**src/rtl/seven_seg_pkg.sv**
```systemverilog
// seven_seg_pkg: scanner state encoding, blank code and active-low {a..g} segment table
package seven_seg_pkg;
  typedef enum logic [1:0] {IDLE, SHOW, GUARD} state_e;
  localparam logic [3:0] BLANK_CODE = 4'hF;
  // Entry [c] is the pattern for code c; codes 11-15 are blank.
  localparam logic [15:0][6:0] SEG_TABLE = {
    {5{7'b1111111}}, 7'b0001000, 7'b0000100, 7'b0000000, 7'b0001111, 7'b0100000,
    7'b0100100, 7'b1001100, 7'b0000110, 7'b0010010, 7'b1001111, 7'b0000001
  };
endpackage

```
**src/rtl/seven_seg_if.sv**
```systemverilog
// seven_seg_if: control, digit-load and display signals of the four-digit scanner
interface seven_seg_if;
  logic        en;
  logic [15:0] digits_in;
  logic        digits_valid;
  logic [6:0]  seg;
  logic [3:0]  an;
  logic        frame_done;
  modport master(output en, digits_in, digits_valid, input seg, an, frame_done);
  modport slave(input en, digits_in, digits_valid, output seg, an, frame_done);
endinterface

```
**src/rtl/seven_seg_decoder.sv**
```systemverilog
// seven_seg_decoder: one 4-bit code to active-low segment pattern
module seven_seg_decoder
  import seven_seg_pkg::*;
(
  input  logic [3:0] code_i,
  output logic [6:0] seg_o
);
  assign seg_o = SEG_TABLE[code_i];
endmodule

```
**src/rtl/seven_seg_scanner.sv**
```systemverilog
// seven_seg_scanner: time-multiplexed 4-digit driver with guard gaps and frame-aligned updates.
// Define SEVEN_SEG_LZ_BLANK_EN to blank leading zeros on digits 3..1.
module seven_seg_scanner
  import seven_seg_pkg::*;
#(
  parameter int DIGIT_PERIOD = 100000,
  parameter int DEAD_CYCLES  = 1000
) (
  input logic       clk,
  input logic       rst,
  seven_seg_if.slave bus
);
  localparam int CMAX = DIGIT_PERIOD > DEAD_CYCLES ? DIGIT_PERIOD : DEAD_CYCLES;
  localparam int CW = $clog2(CMAX);
  localparam logic [CW-1:0] SHOW_LAST = CW'(DIGIT_PERIOD - 1);
  localparam logic [CW-1:0] GUARD_LAST = CW'(DEAD_CYCLES - 1);
  state_e state_q, state_d;
  logic [1:0] idx_q, idx_d;
  logic [CW-1:0] cnt_q, cnt_d;
  logic [3:0] an_q, an_d;
  logic fd_q, fd_d;
  logic [15:0] act_q, pend_q;
  logic pf_q;
  logic [3:0] raw, code;
  always_comb begin
    state_d = state_q;
    idx_d = idx_q;
    cnt_d = cnt_q + 1'b1;
    if (!bus.en) begin
      state_d = IDLE;
      idx_d = 2'd0;
      cnt_d = '0;
    end else if (state_q == IDLE) begin
      state_d = SHOW;
      idx_d = 2'd0;
      cnt_d = '0;
    end else if (state_q == SHOW && cnt_q == SHOW_LAST) begin
      cnt_d = '0;
      if (DEAD_CYCLES == 0) idx_d = idx_q + 2'd1;
      else state_d = GUARD;
    end else if (state_q == GUARD && cnt_q == GUARD_LAST) begin
      cnt_d = '0;
      state_d = SHOW;
      idx_d = idx_q + 2'd1;
    end
    // Outputs are registered from the next state so they line up with it.
    an_d = state_d == SHOW ? ~(4'b0001 << idx_d) : 4'hF;
    fd_d = idx_d == 2'd3 && (DEAD_CYCLES == 0 ? state_d == SHOW && cnt_d == SHOW_LAST
                                               : state_d == GUARD && cnt_d == GUARD_LAST);
  end
  always_ff @(posedge clk) begin
    if (rst) begin
      state_q <= IDLE;
      idx_q <= 2'd0;
      cnt_q <= '0;
      an_q <= 4'hF;
      fd_q <= 1'b0;
      act_q <= 16'hFFFF;
      pend_q <= 16'hFFFF;
      pf_q <= 1'b0;
    end else begin
      state_q <= state_d;
      idx_q <= idx_d;
      cnt_q <= cnt_d;
      an_q <= an_d;
      fd_q <= fd_d;
      if (fd_q && bus.digits_valid) begin
        act_q <= bus.digits_in;
        pf_q <= 1'b0;
      end else if (fd_q && pf_q) begin
        act_q <= pend_q;
        pf_q <= 1'b0;
      end else if (bus.digits_valid) begin
        pend_q <= bus.digits_in;
        pf_q <= 1'b1;
      end
    end
  end
  assign raw = act_q[{idx_q, 2'b00} +: 4];
`ifdef SEVEN_SEG_LZ_BLANK_EN
  logic [15:0] hi;
  assign hi = act_q >> {idx_q, 2'b00};
  assign code = (idx_q != 2'd0 && hi == 16'h0) ? BLANK_CODE : raw;
`else
  assign code = raw;
`endif
  assign bus.an = an_q;
  assign bus.frame_done = fd_q;
  seven_seg_decoder u_dec (.code_i(code), .seg_o(bus.seg));
endmodule

```
**src/flat_wrapper.sv**
```systemverilog
// flat-port wrapper written by rule: the top's interface ports become plain ports
module seven_seg_scanner_flat import seven_seg_pkg::*;
#(
  parameter int DIGIT_PERIOD = 100000,
  parameter int DEAD_CYCLES  = 1000
)
  (clk, rst, bus_en, bus_digits_in, bus_digits_valid, bus_seg, bus_an, bus_frame_done);
  seven_seg_if bus_i ();
  input logic clk;
  input logic rst;
  input wire logic [$bits(bus_i.en)-1:0] bus_en;
  input wire logic [$bits(bus_i.digits_in)-1:0] bus_digits_in;
  input wire logic [$bits(bus_i.digits_valid)-1:0] bus_digits_valid;
  output wire logic [$bits(bus_i.seg)-1:0] bus_seg;
  output wire logic [$bits(bus_i.an)-1:0] bus_an;
  output wire logic [$bits(bus_i.frame_done)-1:0] bus_frame_done;
  assign bus_i.en = bus_en;
  assign bus_i.digits_in = bus_digits_in;
  assign bus_i.digits_valid = bus_digits_valid;
  assign bus_seg = bus_i.seg;
  assign bus_an = bus_i.an;
  assign bus_frame_done = bus_i.frame_done;
  seven_seg_scanner #(.DIGIT_PERIOD(DIGIT_PERIOD), .DEAD_CYCLES(DEAD_CYCLES)) u_core (.clk(clk), .rst(rst), .bus(bus_i));
endmodule
```
**config.mk**
```make
export PLATFORM = sky130hd
export DESIGN_NAME = seven_seg_scanner_flat
export DESIGN_NICKNAME = d
export VERILOG_FILES = /design/src/rtl/seven_seg_pkg.sv /design/src/rtl/seven_seg_if.sv /design/src/rtl/seven_seg_decoder.sv /design/src/rtl/seven_seg_scanner.sv /design/src/flat_wrapper.sv
export SDC_FILE = /design/constraint.sdc
export NUM_CORES = 1
export LEC_CHECK = 0
export CELL_PAD_IN_SITES_DETAIL_PLACEMENT = 2
export CELL_PAD_IN_SITES_GLOBAL_PLACEMENT = 2
export CORE_MARGIN = 3
export CORE_UTILIZATION = 25
export CTS_BUF_LIST = sky130_fd_sc_hd__clkbuf_8
export DETAILED_ROUTE_END_ITERATION = 8
export PLACE_DENSITY_LB_ADDON = 0.12
export SLEW_MARGIN = 30
export SYNTH_ARGS = -nofsm -noshare
export SYNTH_HDL_FRONTEND = slang
export SYNTH_SLANG_ARGS = --single-unit
```
**constraint.sdc**
```tcl
create_clock -name clk -period 4.5 [get_ports clk]
set_input_delay 0.9 -clock clk [delete_from_list [all_inputs] [get_ports clk]]
set_output_delay 0.9 -clock clk [all_outputs]
set_load 0.05 [all_outputs]
```
==> impl_metrics.json, run 1 <==
{
  "root_buffer": "clkbuf_8",
  "setup_ws_ns": 0.438,
  "antenna_found_initial": 0,
  "yosysMostFrequentCell": "dfxtp_1",
  "cp.required_ns": 3.60,
  "grt_usage_pct": 13.6,
  "max_cap_viol_count": 0,
  "hold_viol": 0,
  "worst_pin_slew_ns": 0.600,
  "worstPathArrival_ns": 3.16,
  "vias_per_cell": 5.00,
  "drt-total-wl_mm": 8.27,
  "rsz0062_at_grt": "no",
  "die_h_um": 114,
  "place_hpwl_mm": 5.82,
  "syn_to_final_growth_pct": 21.3,
  "leakagePower_nw": 1.18,
  "overflow": 0,
  "numPortBuffers": 31,
  "intPower_w": 0.000837,
  "synth-simple-area-share_pct": 23.6,
  "pwr_density_cell_nw_per_um2": 311,
  "ys.flop_type": "dfxtp_1",
  "yosys-top-cells-area": "dfxtp_1 (40%), a211o_1 (4.8%), nor2b_1 (4.7%)",
  "io_pins": 32,
  "gp_congestion": 0.765,
  "synth_top_family_by_area": "simple AND/OR/NAND/NOR gates",
  "switchingPower_w": 0.000265,
  "numPlacedInstances": 490,
  "start_util_pct": 26.2,
  "endpoint_kind": "primary output",
  "grt_pass1_wl_mm": 14.0,
  "ctsResizeCount": 0,
  "avgSynthCellArea_um2": 8.67,
  "fin_crit_sh_pct": 90.3,
  "r2r_setup_slack_ns": 2.06,
  "post_cts_buffers": 0,
  "rows": 38,
  "synthTopCellsByCount": "dfxtp_1 (59), nor2_1 (35), a21oi_1 (27), o21ai_0 (25), nand2_1 (23)",
  "rr_startpoint": "u_core.cnt_q[0]",
  "drive_gt1_share_pct": 9.02,
  "yosysWarnings": 0,
  "clk_latency_ns": 0.34,
  "r2r_cells": 6,
  "hold_buffers": 0,
  "critPathKind": "register to primary output",
  "fin_cells": 506,
  "synth-adder-area-share_pct": 3.00,
  "synth_top_area_share_pct": 40.4,
  "drc_errors": 0,
  "cts_tree": "built",
  "p_sw_share_pct": 24.1,
  "dieArea_um2": 13000,
  "synth_compound_area_share_pct": 19.4,
  "dr_total_vias": 2532,
  "worstSetupEndpoint": "bus_seg[3]",
  "numCtsBuffers": 9,
  "irDropWorstVdd_mv": 0.117,
  "yosysTopAreaCell": "dfxtp_1",
  "grt_max_degree": 35,
  "final.setup.tns_ns": 0,
  "clkTransAtPathRegs_ns": 0.07,
  "coreArea_um2": 11100,
  "synth_edf_count": 0,
  "grt_pass1_vias": 2689,
  "syn_inst": 337,
  "startpoint": "u_core.idx_q[0]",
  "cts_max_level": 3,
  "synthXorXnorAreaFrac_pct": 5.10,
  "synth_cell_types": 50,
  "max_freq_ghz": 0.246,
  "dieWidth_um": 114,
  "status": "complete, no violations",
  "drt_iter0_drc": 108,
  "use_met2_pct": 19.8,
  "p_clk_share_pct": 44.0,
  "critPathLaunchType": "register",
  "wl_per_cell_um": 16.3,
  "yosysSeqAreaShare_pct": 40.4,
  "synth-seq-cells": 59,
  "power_w": 0.00110,
  "cts_buffer_depth": 2,
  "min_period_ns": 4.06,
  "syn_nets": 364,
  "clkSinkCount": 59,
  "finClkSkew_ns": 0.00923,
  "postRouteAntennaNets": 0,
  "use_met3_pct": 2.11,
  "muxShareOfSynthArea_pct": 4.16,
  "maxSlewViolCount": 0,
  "pre_cts_slack_ns": 0.777,
  "power_frac_comb_pct": 6.8,
  "critPathMaxFanout": 10,
  "seqPwrFrac_pct": 49.2,
  "rr_endpoint": "u_core.bus.an[1]",
  "maxSlewHeadroom_pct": 59.9,
  "grt-busiest-layer": "met1",
  "use_met1_pct": 19.8,
  "setup_viol": 0,
  "netlist_area_um2": 2920,
  "min_path_type": "register to register",
  "async_flop_share_pct": 0,
  "num-nets-final": 388,
  "drt_pass1_iterations": 4,
  "diodes": 0
}
[power by group through the flow]
stage	clock [W]	sequential, W	combinational (W)
6_report	0.000486	0.000543	0.0000745
5_1_grt	0.000535	0.000545	0.0000840
4_1_cts	0.000511	0.000543	0.0000758
3_5_place_dp	0	0.000555	0.0000757
3_3_place_gp	0	0.000554	0.0000738
2_1_floorplan	0	0.000552	0.0000426
[kinds of logic after synthesis]
| family | after synthesis |
|---|---|
| mux | 7 |
| simple gates | 126 |
| fa+ha+maj | 7 |
| buf+inv | 31 |
| xor+xnor | 17 |
| compound gates | 90 |
| flops | 59 |
[worst min-delay path by stage]
stage,start,endpoint,slack (ns),depth (start not counted)
detailed placement,u_core.act_q[8],u_core.act_q[8],0.47,2
global route,u_core.act_q[8],u_core.act_q[8],0.52,2
floorplan,u_core.act_q[10],u_core.act_q[10],0.43,2
global placement,u_core.act_q[8],u_core.act_q[8],0.46,2
CTS,u_core.act_q[8],u_core.act_q[8],0.49,2
finish,u_core.act_q[10],u_core.act_q[10],0.49,2
[cells in the final DEF, fill, tap and decap left out, types with 2 or more instances in the layout]
cell             synthesis  routed
a211o_1                 16      16
a21oi_1                 27      27
a221oi_1                 3       3
a22oi_1                  6       6
a31oi_1                  6       6
buf_4                    1       4
clkbuf_8                 0      10
clkdlybuf4s50_1          0      31
clkinv_2                 0       3
dfxtp_1                 59      59
ha_1                     7       7
inv_1                    9      10
mux2i_1                  2       2
mux4_2                   4       4
nand2_1                 23      23
nand2b_1                 2       2
nand3_1                  5       5
nand4_1                  8       8
nand4b_1                 2       2
nor2_1                  35      35
nor2b_1                 22      21
nor3_1                   8       8
nor4_1                   5       5
o21ai_0                 25      25
or4_1                    2       2
xnor2_1                 13      13
xor2_1                   4       4
[area by class of cell]
class | instances | area (um^2)
tap | 140 | 175
clock buffer | 10 | 138
timing repair buffer | 35 | 340
multi-input combinational | 247 | 1620
sequential | 59 | 1180
inverter | 9 | 33.8
clock inverter | 6 | 56.3
fill | 1277 | 7580
[state kept, by name, summed over array words and instances, names as in the netlist]
signal	count
u_core.bus.frame_done	1
u_core.act_q	16
u_core.cnt_q	17
u_core.bus.an	4
u_core.pend_q	16
u_core.pf_q	1
u_core.idx_q	2
u_core.state_q	2
[metal layers]
metal / part of all wire [%] / vias up / wire length (um)
met3: 2.6 / 10 / 219
met2: 43 / 33 / 3560
met1: 53 / 1237 / 4350
li1: - / 1252 / -
met5: 0 / - / 0
met4: 1.7 / 0 / 141
[through the flow]
step	utilization (%)	hold WS (ns)	cell area [um^2]
CTS	31.8	0.490	3540
global route	31.8	0.515	3540
detailed placement	30.1	0.471	3350
floorplan	-	0.433	2920
finish	31.8	0.487	3540
global placement	30.1	0.462	3350
[worst max-delay path, stage by stage, from the launching register on]
cell and delay [ns]:
dfxtp_1 0.63, mux4_2 0.65, inv_1 0.14, ha_1 0.24, nand2_1 0.09, o21ai_0 0.09
o21ai_0 0.16, clkdlybuf4s50_1 0.83
Power figures use the tool's default switching activity.
==> run 2, diff against run 1 <==
--- a/config.mk
+++ b/config.mk
@@ -10,6 +10,7 @@
 export CORE_MARGIN = 3
 export CORE_UTILIZATION = 25
 export CTS_BUF_LIST = sky130_fd_sc_hd__clkbuf_8
+export CTS_CLUSTER_SIZE = 24
 export DETAILED_ROUTE_END_ITERATION = 8
 export PLACE_DENSITY_LB_ADDON = 0.12
 export SLEW_MARGIN = 30
==> results of run 2 <==
The final DEF is identical to that of run 1; final timing and power are the same.
